===== src/rtl/mod_pkg.sv =====
// Shared definitions for the modulo/divide unit: FSM state encoding and default widths.
package mod_pkg;

    localparam int WIDTH_DEF = 32;
    localparam int CNT_W_DEF = 32;

    typedef enum logic [2:0] {
        IDLE,
        LOAD,
        SUB,
        WAIT_RES,
        DONE
    } mod_state_t;

endpackage


===== src/rtl/mod_ctrl.sv =====
// Control FSM for the iterative modulo datapath: accepts an operand pair, sequences
// load/subtract on mod_dp, counts subtract cycles and reports quotient, remainder and errors.
module mod_ctrl
    import mod_pkg::*;
#(
    parameter int WIDTH    = WIDTH_DEF,
    parameter int CNT_W    = CNT_W_DEF,
    parameter int MAX_ITER = 65535
) (
    input  logic             clk,
    input  logic             reset,
    input  logic             start,
    input  logic [WIDTH-1:0] A_in,
    input  logic [WIDTH-1:0] B_in,
    output logic             ready,
    output logic             done,
    output logic [CNT_W-1:0] quotient,
    output logic [WIDTH-1:0] remainder,
    output logic             err_div0,
    output logic             err_timeout,
    output logic [WIDTH-1:0] dp_A,
    output logic [WIDTH-1:0] dp_B,
    output logic             dp_load,
    output logic             dp_subtract,
    input  logic             dp_subtract_ack,
    input  logic [WIDTH-1:0] dp_Result
);

    localparam logic [CNT_W-1:0] MAX_CNT = CNT_W'(MAX_ITER);

    mod_state_t       state_q, state_d;
    logic [WIDTH-1:0] op_a_q, op_a_d;
    logic [WIDTH-1:0] op_b_q, op_b_d;
    logic [CNT_W-1:0] cnt_q, cnt_d;
    logic [CNT_W-1:0] quot_q, quot_d;
    logic [WIDTH-1:0] rem_q, rem_d;
    logic             div0_q, div0_d;
    logic             tout_q, tout_d;
    logic             ready_q, ready_d;
    logic             done_q, done_d;
    logic             load_q, load_d;
    logic             sub_q, sub_d;

    // Every control output is computed for the next state so it is registered alongside it.
    always_comb begin
        state_d = state_q;
        op_a_d  = op_a_q;
        op_b_d  = op_b_q;
        cnt_d   = cnt_q;
        quot_d  = quot_q;
        rem_d   = rem_q;
        div0_d  = div0_q;
        tout_d  = tout_q;
        done_d  = 1'b0;
        load_d  = 1'b0;
        sub_d   = 1'b0;

        case (state_q)
            IDLE: begin
                if (start) begin
                    op_a_d = A_in;
                    op_b_d = B_in;
                    cnt_d  = '0;
                    tout_d = 1'b0;
                    quot_d = '0;
                    if (B_in == '0) begin
                        state_d = DONE;
                        div0_d  = 1'b1;
                        rem_d   = A_in;
                    end else begin
                        state_d = LOAD;
                        div0_d  = 1'b0;
                        rem_d   = '0;
                        load_d  = 1'b1;
                    end
                end
            end
            LOAD: begin
                state_d = SUB;
                sub_d   = 1'b1;
            end
            SUB: begin
                if (dp_subtract_ack) begin
                    state_d = WAIT_RES;
                end else if (cnt_q == MAX_CNT) begin
                    state_d = DONE;
                    tout_d  = 1'b1;
                    quot_d  = '1;
                    rem_d   = '0;
                    done_d  = 1'b1;
                end else begin
                    cnt_d = cnt_q + 1'b1;
                    sub_d = 1'b1;
                end
            end
            WAIT_RES: begin
                rem_d   = dp_Result;
                quot_d  = cnt_q - 1'b1;
                state_d = DONE;
                done_d  = 1'b1;
            end
            DONE: begin
                // A divide-by-zero arrives here straight from the accept edge with done
                // still low, so it raises its pulse one edge later before leaving.
                if (done_q) begin
                    state_d = IDLE;
                end else begin
                    done_d = 1'b1;
                end
            end
            default: begin
                state_d = IDLE;
            end
        endcase

        ready_d = (state_d == IDLE);
    end

    always_ff @(posedge clk or posedge reset) begin
        if (reset) begin
            state_q <= IDLE;
            op_a_q  <= '0;
            op_b_q  <= '0;
            cnt_q   <= '0;
            quot_q  <= '0;
            rem_q   <= '0;
            div0_q  <= 1'b0;
            tout_q  <= 1'b0;
            ready_q <= 1'b1;
            done_q  <= 1'b0;
            load_q  <= 1'b0;
            sub_q   <= 1'b0;
        end else begin
            state_q <= state_d;
            op_a_q  <= op_a_d;
            op_b_q  <= op_b_d;
            cnt_q   <= cnt_d;
            quot_q  <= quot_d;
            rem_q   <= rem_d;
            div0_q  <= div0_d;
            tout_q  <= tout_d;
            ready_q <= ready_d;
            done_q  <= done_d;
            load_q  <= load_d;
            sub_q   <= sub_d;
        end
    end

    assign ready       = ready_q;
    assign done        = done_q;
    assign quotient    = quot_q;
    assign remainder   = rem_q;
    assign err_div0    = div0_q;
    assign err_timeout = tout_q;
    assign dp_A        = op_a_q;
    assign dp_B        = op_b_q;
    assign dp_load     = load_q;
    assign dp_subtract = sub_q;

endmodule


===== config.mk =====
export PLATFORM = sky130hd
export DESIGN_NAME = mod_ctrl
export DESIGN_NICKNAME = d
export VERILOG_FILES = /design/src/rtl/mod_pkg.sv /design/src/rtl/mod_ctrl.sv
export SDC_FILE = /design/constraint.sdc
export NUM_CORES = 1
export LEC_CHECK = 0
export BUFFER_PORTS_ARGS = -buffer_cell sky130_fd_sc_hd__buf_2
export CORE_ASPECT_RATIO = 0.5
export CORE_MARGIN = 4
export CORE_UTILIZATION = 55
export DETAILED_ROUTE_END_ITERATION = 7
export PLACE_DENSITY = 0.83
export SLEW_MARGIN = 20
export SYNTH_ARGS = -nofsm -noshare
export SYNTH_HDL_FRONTEND = slang
export SYNTH_SLANG_ARGS = --single-unit

===== constraint.sdc =====
create_clock -name clk -period 15.2 [get_ports clk]
set_input_delay 1.52 -clock clk [delete_from_list [all_inputs] [get_ports clk]]
set_output_delay 1.52 -clock clk [all_outputs]
set_load 0.03 [all_outputs]

## Yosys cells after proc, flatten, opt, wreduce, memory -nomap -nowiden

Index checks and enable logic that the tools add are counted.
W data, S select, Z words.

- Logic and storage cells: 65
- Bits in registers: 169
- Bits of input ports: 100

- Add/subtract/negate cells: 2
- Reductions and logical operators: 9
- Muxes and demuxes: 33
- Equality and inequality tests: 9

Operators with widths:

| kind | count |
|---|---|
| $mux W32 | 9 |
| $pmux W32 S3 | 2 |
| $pmux W32 S2 | 1 |
| $add A32 B1 Y32 const B | 1 |
| $eq A32 B16 Y1 const B | 1 |
| $logic_not A32 Y1 | 1 |
| $sub A32 B1 Y32 const B | 1 |
| $mux W3 | 5 |
| $pmux W3 S5 | 1 |
| $mux W1 | 12 |
| $reduce_and A4 Y1 | 3 |
| $ne A2 B2 Y1 const B | 4 |
| $eq A3 B2 Y1 const B | 2 |
| $logic_not A3 Y1 | 2 |
| $pmux W1 S2 | 2 |
| $eq A3 B1 Y1 const B | 1 |
| $eq A3 B3 Y1 const B | 1 |
| $pmux W1 S3 | 1 |
| $reduce_bool A3 Y1 | 1 |
| $reduce_and A2 Y1 | 1 |
| $reduce_bool A2 Y1 | 1 |

## Longest topological paths before layout

- Depth after elaboration: 5
- Depth in mapped cells: 10
- Depth with buffers taken out: 7

## Worst setup path before layout

Ideal clock, no wire load.

- Path type: in2reg
- Start: input dp_subtract_ack
- End: register cnt_q[25]
- Data required time: 15122 ps
- Stages on the path: 5
- Path slack: 12158 ps
- Data arrival time: 2964 ps
- Setup time: 78 ps
- Cell sequence: nor2b_1 o2111ai_1 or4_1 or3_1 a21oi_1

- Word-level cells in the longest chain between the ends: 2

Ends and longest elaborated chain:

| element | RTL line | text |
|---|---|---|
| from (decl) | mod_ctrl.sv:25 | `input logic dp_subtract_ack,` |
| $ne A2 B2 Y1 (no source line) | n/a |  |
| $reduce_and A4 Y1 (no source line) | n/a |  |
| to (signal assigned) | mod_ctrl.sv:137 | `cnt_q <= cnt_d;` |
| to (decl) | mod_ctrl.sv:34 | `logic [CNT_W-1:0] cnt_q, cnt_d;` |

No other way between the ends.
A chain may end at the register's enable or synchronous reset.

## Final worst setup path

- Start: register cnt_q[0]
- End: register rem_q[18] (netlist: remainder[18])

- Word-level cells in the longest chain between the ends: 3

Ends and longest elaborated chain:

| element | RTL line | text |
|---|---|---|
| $eq A32 B16 Y1 | mod_ctrl.sv:85 | `end else if (cnt_q == MAX_CNT) begin` |
| $ne A2 B2 Y1 (no source line) | n/a |  |
| $reduce_and A4 Y1 (no source line) | n/a |  |
| to (signal assigned) | mod_ctrl.sv:139 | `rem_q <= rem_d;` |
| to (decl) | mod_ctrl.sv:36 | `logic [WIDTH-1:0] rem_q, rem_d;` |

No other way between the ends.

==> results.txt <==
DRC errors left: 0
Buffers plus inverters on the worst setup path: 1
Overall Power: 2.22 mW
Die boundary height: 94.9 µm
Final-layout setup total negative slack: 0 ns
Antenna-violating nets left: 0
Number of diodes: 0
Post-CTS setup-driven buffer insertion count: 0
DIE WIDTH: 182 µm
Layout area overhead: 21.2%
# IOs: 234
Share of synthesized area occupied by flip-flops and latches: 0.509
Slew headroom: 0.292
Clock latency on the worst-skew pair: 0.41 ns
Required time of the critical path: 15.48 ns
Synthesized-area fraction occupied by ao, oa, aoi and oai cells: 0.135
Worst Setup End Kind: flop
Total routed wirelength: 22200 µm
Count of warnings emitted by yosys: 0
Core utilization of the finished layout: 0.689
Quantity of I/O buffers inserted on ports: 233
Post-layout instance area: 10100 µm²
Pre-Repair DR Iteration Count: 5
Distinct cell type count after synthesis: 62
List of most frequent post-synthesis cells: sky130_fd_sc_hd__nand2_1 (217), sky130_fd_sc_hd__dfrtp_1 (168), sky130_fd_sc_hd__clkbuf_1 (52)
Ratio of total power to cell area: 220 nW/µm²
CTS tree: yes
# Max-Cap Violations: 0
Path class of the lowest-slack min-delay path: flop to flop
Maximum resistive drop on vdd: 117 µV
GPL Wtd Cong: 0.890
First-iteration detailed-routing DRC count: 497
Fin. max-slew vios: 0
Simple-gate portion of the synthesized area: 0.242
Share of Yosys cell area claimed by the top area cell type: 0.506
Actual slew at the worst max-slew pin: 1.06 ns
Setup slack at placement: 11.28 ns
Kind of cell with the highest combined delay on the critical path: simple AND/OR/NAND/NOR gates
EDFF count, synth: 0
Global-route wire length before repair: 36100 µm
Most common cell in the synthesized netlist: sky130_fd_sc_hd__nand2_1
Clock tree root driver cell: sky130_fd_sc_hd__clkbuf_16
Crit path cell chain: ha_1 -> and4_1 -> nand4bb_1 -> or3_4 -> a21boi_4 -> buf_4 -> mux2_2
Multiplexer area fraction after synthesis: 0.0509
Number of buffers added by the clock tree synthesis step: 17
Worst endpoint data arrival time: 4.16 ns
Total Nets Final: 1141
TritonCTS sink count: 169
Pin count of the biggest net entering global routing: 89
Post-synthesis xor/xnor area fraction: 0.0179
Leak: 5.31 nW
DP HPWL: 15400 µm
Leading cell types by total area after synthesis: sky130_fd_sc_hd__dfrtp_1 (51%), sky130_fd_sc_hd__nand2_1 (9.8%), sky130_fd_sc_hd__a22o_1 (3.4%), sky130_fd_sc_hd__mux2_1 (2.7%), sky130_fd_sc_hd__clkbuf_1 (2.3%)
Worst clock skew on the final layout: 0.0116 ns
RSZ-0062 raised after global routing: no
Dominant combinational cell family by area after synthesis: simple AND/OR/NAND/NOR gates
Synth Flop Type: sky130_fd_sc_hd__dfrtp_1
Die Footprint: 17300 µm²
CP Launch Type: flop
Routed vias/inst: 5.80
Critical path fanouts, max: 31
Number of antenna violations at the first check in global routing: 0
Post-CTS Hold Fix Bufs: 0
CTS H-tree depth: 4
Max Clk Rate: 258 MHz
DP Area: 9490 µm²
Cell with the biggest individual delay on the critical path: sky130_fd_sc_hd__a21boi_4
Clock-pin slew of the registers on the worst-case setup and hold paths: 0.07 ns
Vias in the first global route: 7305
Synthesized instance count: 848
GR Overflow Total: 0
PnR worst setup slack: 11.32 ns
Cell row count: 31
Post-synthesis adder-cell area fraction: 0.00301
Mean area per synthesized cell: 9.80 µm²
Mapped Nets: 950
Cell area after technology mapping: 8310 µm²
Share of cells above drive strength 1: 0.293
Final min period: 3.88 ns
Library cell with the largest summed area after synthesis: sky130_fd_sc_hd__dfrtp_1
Portion of the clock cycle consumed by the worst path in the final layout: 0.255
Average detailed-routed wire length per instance: 17.8 µm
Async S/R FF share, synth: 1.00
Floorplan Core Area: 14600 µm²
Final Setup Violations: 0
Via count: 7242
FF+latch count, synth: 169
Critical Setup Path Class: flop to flop
Total global-route track usage: 0.256
Final hold violations: 0
Largest stage delay, worst path: 0.68 ns
Number of buffers between clock root and the deepest sink: 2
Result of the run: complete, no violations
Post-CTS Resized: 0
Fill count: 1127
Starting density of the core: 0.568
-- sequential cells by signal, indices dropped and copies added (netlist names) --
signal,cells
cnt_q,32
dp_A,32
dp_B,32
quotient,32
remainder,32
state_q,3
done,1
dp_load,1
dp_subtract,1
err_div0,1
err_timeout,1
ready,1
-- routing by layer --
layer  up-vias  part of all wire  GRT usage
met2       256              0.49      0.432
met5         -                 0          0
met4         0             0.025     0.0893
li1       3395                 -          -
met3        47             0.067     0.0573
met1      3544              0.42      0.332
-- cell type report --
| cell class | instances | area, µm² | share of cell area |
|---|---|---|---|
| Tap cell | 198 | 248 | 0.0246 |
| Timing Repair Buffer | 240 | 1220 | 0.121 |
| Clock buffer | 18 | 439 | 0.0436 |
| Multi-Input combinational cell | 602 | 3750 | 0.373 |
| Clock inverter | 13 | 143 | 0.0142 |
| Inverter | 9 | 38.8 | 0.00385 |
| Sequential cell | 169 | 4230 | 0.420 |
-- kinds of logic after synthesis --
kind of cell / after synthesis
AO/OA/AOI/OAI: 150
XOR/XNOR: 17
adder cells (fa/ha/maj): 2
buffers and inverters: 77
flip-flops: 169
multiplexers: 38
AND/OR/NAND/NOR: 395
-- power by group --
group	total, mW	leakage, nW	switching, mW	internal (mW)
combinational	1.08	2.83	0.732	0.344
clock	0.431	0.277	0.183	0.248
sequential	0.712	2.20	0.0998	0.613
total	2.22	5.31	1.02	1.20
-- placed cells by master (no fill, tap or decap), drive strengths merged, types with 17 or more instances in the layout --
cell type,Yosys,final
or4,25,25
a22o,32,32
o21ai,19,19
mux2,34,34
a21oi,27,27
dfrtp,168,168
clkbuf,52,18
o31ai,21,21
nand2,217,217
nor4,26,26
buf,16,240
or3,19,19
o22a,17,17
nor2,30,30
-- worst register-to-register path, delay by kind of cell, from the launching register on --
family                   cells  cell delay, ns
buffers and inverters        1            0.50
multiplexers                 1            0.38
AND/OR/NAND/NOR              3            1.37
adder cells (fa/ha/maj)      1            0.31
AO/OA/AOI/OAI                1            0.68
flip-flops                   1            0.52
-- through the flow --
step	hold WS [ns]	instances
2_1_floorplan	0.552	848
3_3_place_gp	0.453	1218
3_5_place_dp	0.457	1218
4_1_cts	0.474	1249
5_1_grt	0.496	1249
6_report	0.471	1249
-- worst paths after layout --
| check | start | endpoint | slack [ns] | cells after the start |
|---|---|---|---|---|
| max | cnt_q[0] | remainder[18] | 11.32 | 7 |
| min | dp_A[12] | dp_A[12] | 0.47 | 2 |
| max reg2reg | cnt_q[0] | remainder[18] | 11.32 | 7 |
| min reg2reg | dp_A[12] | dp_A[12] | 0.47 | 2 |
| max in group asynchronous | reset | cnt_q[19] | 12.70 | 3 |
| min in group asynchronous | reset | dp_B[27] | 1.25 | 2 |
Power figures use the tool's default switching activity.
